===== src/rtl/mem_access_ctrl.sv =====
// mem_access_ctrl: turns single word/halfword/byte load-store requests from
// the control unit into a sequence of byte accesses on a simple req/ack
// byte-memory port. Little-endian: byte 0 of a word sits at the base address.
//
// State table:
//   IDLE | waiting for mem_read/mem_write; decodes and checks the request
//   XFER | issuing bm_req for one byte at a time until the last ack or timeout
//   DONE | one-cycle done pulse (err alongside on a failed access)
//
// Ports:
//   clk, reset          single clock, synchronous active-high reset
//   mem_read, mem_write load / store request
//   MemCtr              access type (000 lw, 001 lbu, 010 lhu, 100 sw, 101 sb, 111 sh)
//   addr, wdata         byte address and store data
//   rdata               zero-extended load result, held until the next access
//   stall               combinational pipeline hold
//   done, err           one-cycle completion pulse and error flag
//   bm_*                byte-memory request/acknowledge port
module mem_access_ctrl #(
  parameter int unsigned TIMEOUT = 255
) (
  input  logic        clk,
  input  logic        reset,
  input  logic        mem_read,
  input  logic        mem_write,
  input  logic [2:0]  MemCtr,
  input  logic [31:0] addr,
  input  logic [31:0] wdata,
  output logic [31:0] rdata,
  output logic        stall,
  output logic        done,
  output logic        err,
  output logic        bm_req,
  output logic        bm_we,
  output logic [31:0] bm_addr,
  output logic [7:0]  bm_wdata,
  input  logic        bm_ack,
  input  logic [7:0]  bm_rdata
);

  typedef enum logic [1:0] {IDLE, XFER, DONE} state_t;

  localparam logic [15:0] CNT_LAST = 16'(TIMEOUT - 1);

  state_t      state_q, state_d;
  logic [1:0]  idx_q, idx_d;
  logic [1:0]  last_q, last_d;
  logic        we_q, we_d;
  logic [31:0] wdata_q, wdata_d;
  logic [15:0] cnt_q, cnt_d;
  logic [31:0] rdata_q, rdata_d;
  logic        done_q, done_d;
  logic        err_q, err_d;
  logic        bm_req_q, bm_req_d;
  logic [31:0] bm_addr_q, bm_addr_d;
  logic [7:0]  bm_wdata_q, bm_wdata_d;

  logic       code_ok;
  logic       misaligned;
  logic [1:0] last_idx;
  logic [1:0] idx_inc;

  // Request decode: direction must match MemCtr[2], and only the six
  // defined codes are accepted.
  always_comb begin
    code_ok = 1'b0;
    if (mem_read && !mem_write)
      code_ok = (MemCtr == 3'b000) || (MemCtr == 3'b001) || (MemCtr == 3'b010);
    else if (mem_write && !mem_read)
      code_ok = (MemCtr == 3'b100) || (MemCtr == 3'b101) || (MemCtr == 3'b111);

    case (MemCtr[1:0])
      2'b00:   last_idx = 2'd3;
      2'b01:   last_idx = 2'd0;
      default: last_idx = 2'd1;
    endcase

    case (MemCtr[1:0])
      2'b00:   misaligned = (addr[1:0] != 2'b00);
      2'b01:   misaligned = 1'b0;
      default: misaligned = addr[0];
    endcase
  end

  assign idx_inc = idx_q + 2'd1;

  always_comb begin
    state_d    = state_q;
    idx_d      = idx_q;
    last_d     = last_q;
    we_d       = we_q;
    wdata_d    = wdata_q;
    cnt_d      = cnt_q;
    rdata_d    = rdata_q;
    done_d     = 1'b0;
    err_d      = 1'b0;
    bm_req_d   = bm_req_q;
    bm_addr_d  = bm_addr_q;
    bm_wdata_d = bm_wdata_q;

    case (state_q)
      IDLE: begin
        if (mem_read || mem_write) begin
          // Any new access discards the previous load result.
          rdata_d = 32'd0;
          idx_d   = 2'd0;
          cnt_d   = 16'd0;
          if (!code_ok || misaligned) begin
            state_d = DONE;
            done_d  = 1'b1;
            err_d   = 1'b1;
          end else begin
            state_d    = XFER;
            last_d     = last_idx;
            we_d       = mem_write;
            wdata_d    = wdata;
            bm_req_d   = 1'b1;
            bm_addr_d  = addr;
            bm_wdata_d = wdata[7:0];
          end
        end
      end

      XFER: begin
        // An ack arriving in the final wait cycle still counts.
        if (bm_ack) begin
          cnt_d = 16'd0;
          if (!we_q)
            rdata_d[{idx_q, 3'b000} +: 8] = bm_rdata;
          if (idx_q == last_q) begin
            state_d  = DONE;
            done_d   = 1'b1;
            bm_req_d = 1'b0;
          end else begin
            idx_d      = idx_inc;
            bm_addr_d  = bm_addr_q + 32'd1;
            bm_wdata_d = wdata_q[{idx_inc, 3'b000} +: 8];
          end
        end else if (cnt_q == CNT_LAST) begin
          state_d  = DONE;
          done_d   = 1'b1;
          err_d    = 1'b1;
          rdata_d  = 32'd0;
          bm_req_d = 1'b0;
        end else begin
          cnt_d = cnt_q + 16'd1;
        end
      end

      DONE: begin
        state_d = IDLE;
        idx_d   = 2'd0;
        cnt_d   = 16'd0;
      end

      default: state_d = IDLE;
    endcase
  end

  always_ff @(posedge clk) begin
    if (reset) begin
      state_q    <= IDLE;
      idx_q      <= 2'd0;
      last_q     <= 2'd0;
      we_q       <= 1'b0;
      wdata_q    <= 32'd0;
      cnt_q      <= 16'd0;
      rdata_q    <= 32'd0;
      done_q     <= 1'b0;
      err_q      <= 1'b0;
      bm_req_q   <= 1'b0;
      bm_addr_q  <= 32'd0;
      bm_wdata_q <= 8'd0;
    end else begin
      state_q    <= state_d;
      idx_q      <= idx_d;
      last_q     <= last_d;
      we_q       <= we_d;
      wdata_q    <= wdata_d;
      cnt_q      <= cnt_d;
      rdata_q    <= rdata_d;
      done_q     <= done_d;
      err_q      <= err_d;
      bm_req_q   <= bm_req_d;
      bm_addr_q  <= bm_addr_d;
      bm_wdata_q <= bm_wdata_d;
    end
  end

  assign stall    = (state_q == XFER) || ((state_q == IDLE) && (mem_read || mem_write));
  assign rdata    = rdata_q;
  assign done     = done_q;
  assign err      = err_q;
  assign bm_req   = bm_req_q;
  assign bm_we    = we_q;
  assign bm_addr  = bm_addr_q;
  assign bm_wdata = bm_wdata_q;

endmodule

===== config.mk =====
export PLATFORM = sky130hd
export DESIGN_NAME = mem_access_ctrl
export DESIGN_NICKNAME = d
export VERILOG_FILES = /design/src/rtl/mem_access_ctrl.sv
export SDC_FILE = /design/constraint.sdc
export NUM_CORES = 1
export LEC_CHECK = 0
export ABC_AREA = 1
export CAP_MARGIN = 0
export CORE_MARGIN = 4
export CORE_UTILIZATION = 52
export DETAILED_ROUTE_END_ITERATION = 10
export HOLD_SLACK_MARGIN = 0.02
export PLACE_DENSITY = 0.81
export SLEW_MARGIN = 10
export SYNTH_ARGS = -nofsm -noshare
export SYNTH_HDL_FRONTEND = slang
export SYNTH_SLANG_ARGS = --single-unit

===== constraint.sdc =====
create_clock -name clk -period 2.55 [get_ports clk]
set_input_delay 0.3825 -clock clk [delete_from_list [all_inputs] [get_ports clk]]
set_output_delay 0.3825 -clock clk [all_outputs]
set_load 0.03 [all_outputs]

==> flow_summary.json <==
{
  "route.detailed.wl_per_inst_um": 13.8,
  "die_area_um2": 16300,
  "yosys.area_share.adder_pct": 1.18,
  "numClockSinks": 130,
  "tritoncts.num_buffers": 17,
  "floorplan.rows": 43,
  "clk-insertion-delay-late_ns": 0.43,
  "number_of_distinct_standard_cells_referenced_by_the_synthesized_netlist": 39,
  "worst_margin_pin_slew_ns": 0.740,
  "flow.area_growth_from_synthesis_pct": 30.2,
  "type_of_destination_of_the_critical_path": "output pin",
  "clock_slew_seen_by_the_registers_of_the_worst_setup_and_hold_paths_ns": 0.06,
  "synth_compound_area_share_pct": 13.9,
  "placeableCoreArea_um2": 13900,
  "design.final.nets": 1426,
  "cp_common_cell": "sky130_fd_sc_hd__clkdlybuf4s50_1",
  "critical_path_class": "input port to output pin",
  "num-fill-cells": 1214,
  "post_route_setup_tns_ns": 0,
  "worst-endpoint-arrival_ns": 1.98,
  "drtAntennaViolNets": 0,
  "effective_utilization_at_floorplan_pct": 53.4,
  "buffer_ports.inserted": 156,
  "setup_viol": 0,
  "cts.repair.resized": 0,
  "grt_residual_overflow": 0,
  "max_stage_delay_on_crit_path_ns": 0.71,
  "peak_ir_drop_on_the_vdd_network_mv": 0.472,
  "ios": 157,
  "combinational_family_with_the_most_area_after_synthesis": "simple AND/OR/NAND/NOR gates",
  "first_global_vias": 7084,
  "global_route_wire_length_before_repair_um": 34500,
  "rsz0062_at_grt": "false",
  "drv.max_cap_violation_count": 0,
  "post-route-period-util_pct": 92.5,
  "multiplexer_share_of_the_synthesized_area_pct": 0,
  "dp_hpwl_um": 15100,
  "fmax_ghz": 0.424,
  "critPathSlowestCell": "sky130_fd_sc_hd__clkdlybuf4s50_1",
  "numPlacedInstances": 1500,
  "skew_ns": 0.00578,
  "gr-usage-all-layers_pct": 25.9,
  "dr_total_vias": 7973,
  "drt-initial-drc-count": 717,
  "num_antenna_cells": 0,
  "layout_min_cycle_time_ns": 2.36,
  "drc_errors": 0,
  "syn_inst": 1205,
  "via_cell_ratio": 5.20,
  "yosys_register_bits": 130,
  "final.hold.worst_slack_ns": 0.451,
  "cts_root_buf": "sky130_fd_sc_hd__clkbuf_16",
  "max_slew_margin_pct": 50.6,
  "clock_tree_from_tritoncts": "done",
  "post-cts-setup-buffer-count": 0,
  "synth_seq_area_share_pct": 35.0,
  "post_synth_instance_area_um2": 7440,
  "cp_max_fo": 4,
  "die_x_um": 128,
  "postSynthNetCount": 1292,
  "simple_gate_portion_of_the_synthesized_area_pct": 38.7,
  "cts_hold_buffers": 0,
  "ys.warnings.count": 0,
  "post_layout_nonfiller_instances": 1532,
  "timing.critical_path.required_ns": 2.17,
  "status": "finished clean",
  "layout-drive-gt1-share_pct": 6.21,
  "cts_max_path_buffers": 2,
  "leakage_uw": 0.00383,
  "h-tree-depth": 4,
  "detail_route.first_pass.iterations": 5,
  "hold_viol_final": 0,
  "cp_cell_sequence": "clkdlybuf4s50_1 -> nor2_1 -> a21oi_1 -> clkdlybuf4s50_1",
  "pin_count_of_the_biggest_net_entering_global_routing": 84,
  "routabilityCongestion": 0.916,
  "parity_gate_share_of_the_synthesized_area_counting_xor_and_xnor_cells_pct": 0.471,
  "pwr_density_cell_nw_per_um2": 612,
  "crit_path_start_kind": "input port",
  "floorplan.die.height_um": 128,
  "number_of_antenna_violations_at_the_first_check_in_global_routing": 0,
  "hold_path.class": "flip-flop to flip-flop",
  "maxSlewViolCount": 0,
  "syn-mean-instance-area_um2": 6.17,
  "wl_um": 21200
}
==> cell usage in the layout, fill, tap and decap left out, types with 5 or more instances in the layout <==
master,count
sky130_fd_sc_hd__o21bai_1,7
sky130_fd_sc_hd__clkdlybuf4s50_1,156
sky130_fd_sc_hd__o21ai_1,24
sky130_fd_sc_hd__nand3b_1,10
sky130_fd_sc_hd__a21oi_1,87
sky130_fd_sc_hd__buf_4,11
sky130_fd_sc_hd__dfxtp_1,130
sky130_fd_sc_hd__nand3_1,49
sky130_fd_sc_hd__nand2_1,316
sky130_fd_sc_hd__nor2_1,234
sky130_fd_sc_hd__o21ai_0,75
sky130_fd_sc_hd__inv_1,131
sky130_fd_sc_hd__or2_2,5
sky130_fd_sc_hd__nand4_1,14
sky130_fd_sc_hd__ha_1,7
sky130_fd_sc_hd__nor3_1,14
sky130_fd_sc_hd__inv_2,11
sky130_fd_sc_hd__nand2_2,6
sky130_fd_sc_hd__clkbuf_16,17
==> worst paths after layout <==
| kind | start | endpoint | slack, ns | depth (start not counted) |
|---|---|---|---|---|
| worst max-delay path | mem_write | stall | 0.19 | 4 |
| worst max register to register | state_q[0] | cnt_q[2] | 0.56 | 9 |
| worst min register to register | wdata_q[0] | wdata_q[0] | 0.45 | 2 |
| worst min-delay path | wdata_q[0] | wdata_q[0] | 0.45 | 2 |
==> Yosys cell counts (all sizes together) <==
cell type,instances,area (um2)
xnor2,1,8.76
clkbuf,26,97.6
xor2,3,26.3
o21bai,7,52.6
nor3,14,70.1
o21ai,100,504
buf,27,171
or2,6,37.5
o22ai,1,6.26
nand4,20,198
nand3b,10,75.1
nor4,2,12.5
dfxtp,130,2600
a31oi,3,18.8
a21oi,88,444
inv,142,533
nand3,50,255
nor2,241,956
nand2,325,1270
a211oi,1,7.51
ha,7,87.6
and3,1,6.26
==> state kept, by name, summed over array words and instances, names as in the netlist <==
name and cells:
rdata 32, bm_addr 32, cnt_q 16, idx_q 2, state_q 2, wdata_q 32
done 1, bm_we 1, err 1, bm_req 1, last_q 2, bm_wdata 8
==> stage by stage <==
| step | total power (uW) | setup slack (ns) | cell area, um2 | util [%] |
|---|---|---|---|---|
| after floorplan | 2930 | 0.512 | 7440 | - |
| after detailed placement | 3350 | 0.192 | 9060 | 65.0 |
| after global routing | 6160 | 0.138 | 9690 | 69.5 |
| after CTS | 5940 | 0.185 | 9690 | 69.5 |
| final | 5920 | 0.190 | 9690 | 69.5 |
| after global placement | 3340 | 0.202 | 9060 | 65.0 |
==> kinds of logic (layout without fill, tap and decap cells) <==
| logic type | count (synthesis) | count (layout) |
|---|---|---|
| AOI/OAI and AO/OA | 200 | 200 |
| xor gates and xnor gates | 4 | 4 |
| adders and majority gates | 7 | 7 |
| buffers and inverters | 195 | 342 |
| DFF | 130 | 130 |
| and+or+nand+nor | 669 | 669 |
==> layout make-up <==
cell class | count | area, um2 | area share [%]
Multi-Input combinational cell | 880 | 4030 | 41.6
Timing Repair Buffer | 168 | 1660 | 17.2
Sequential cell | 130 | 2600 | 26.9
Inverter | 142 | 533 | 5.50
Tap cell | 180 | 225 | 2.33
Clock buffer | 19 | 443 | 4.57
Clock inverter | 13 | 185 | 1.91
==> where the power goes <==
part	leakage (uW)	internal, uW	switching (uW)	total [uW]
combinational	0.00247	443	614	1060
clock	0.000303	1660	948	2610
sequential	0.00106	2160	99.4	2260
total	0.00383	4260	1660	5920
==> worst max-delay path: cells and delay by family <==
family	cells	cell delay [ns]
buf+inv	2	1.25
compound gates	1	0.22
simple gates	1	0.12
==> routing by layer <==
| metal | vias to the layer above | routed length, um | track usage (%) |
|---|---|---|---|
| met4 | 0 | 373 | 7.55 |
| met2 | 315 | 9420 | 40.4 |
| met3 | 36 | 1740 | 5.18 |
| met1 | 3556 | 9630 | 36.5 |
| met5 | - | 0 | 0 |
| li1 | 4066 | - | - |
Power figures use the tool's default switching activity.
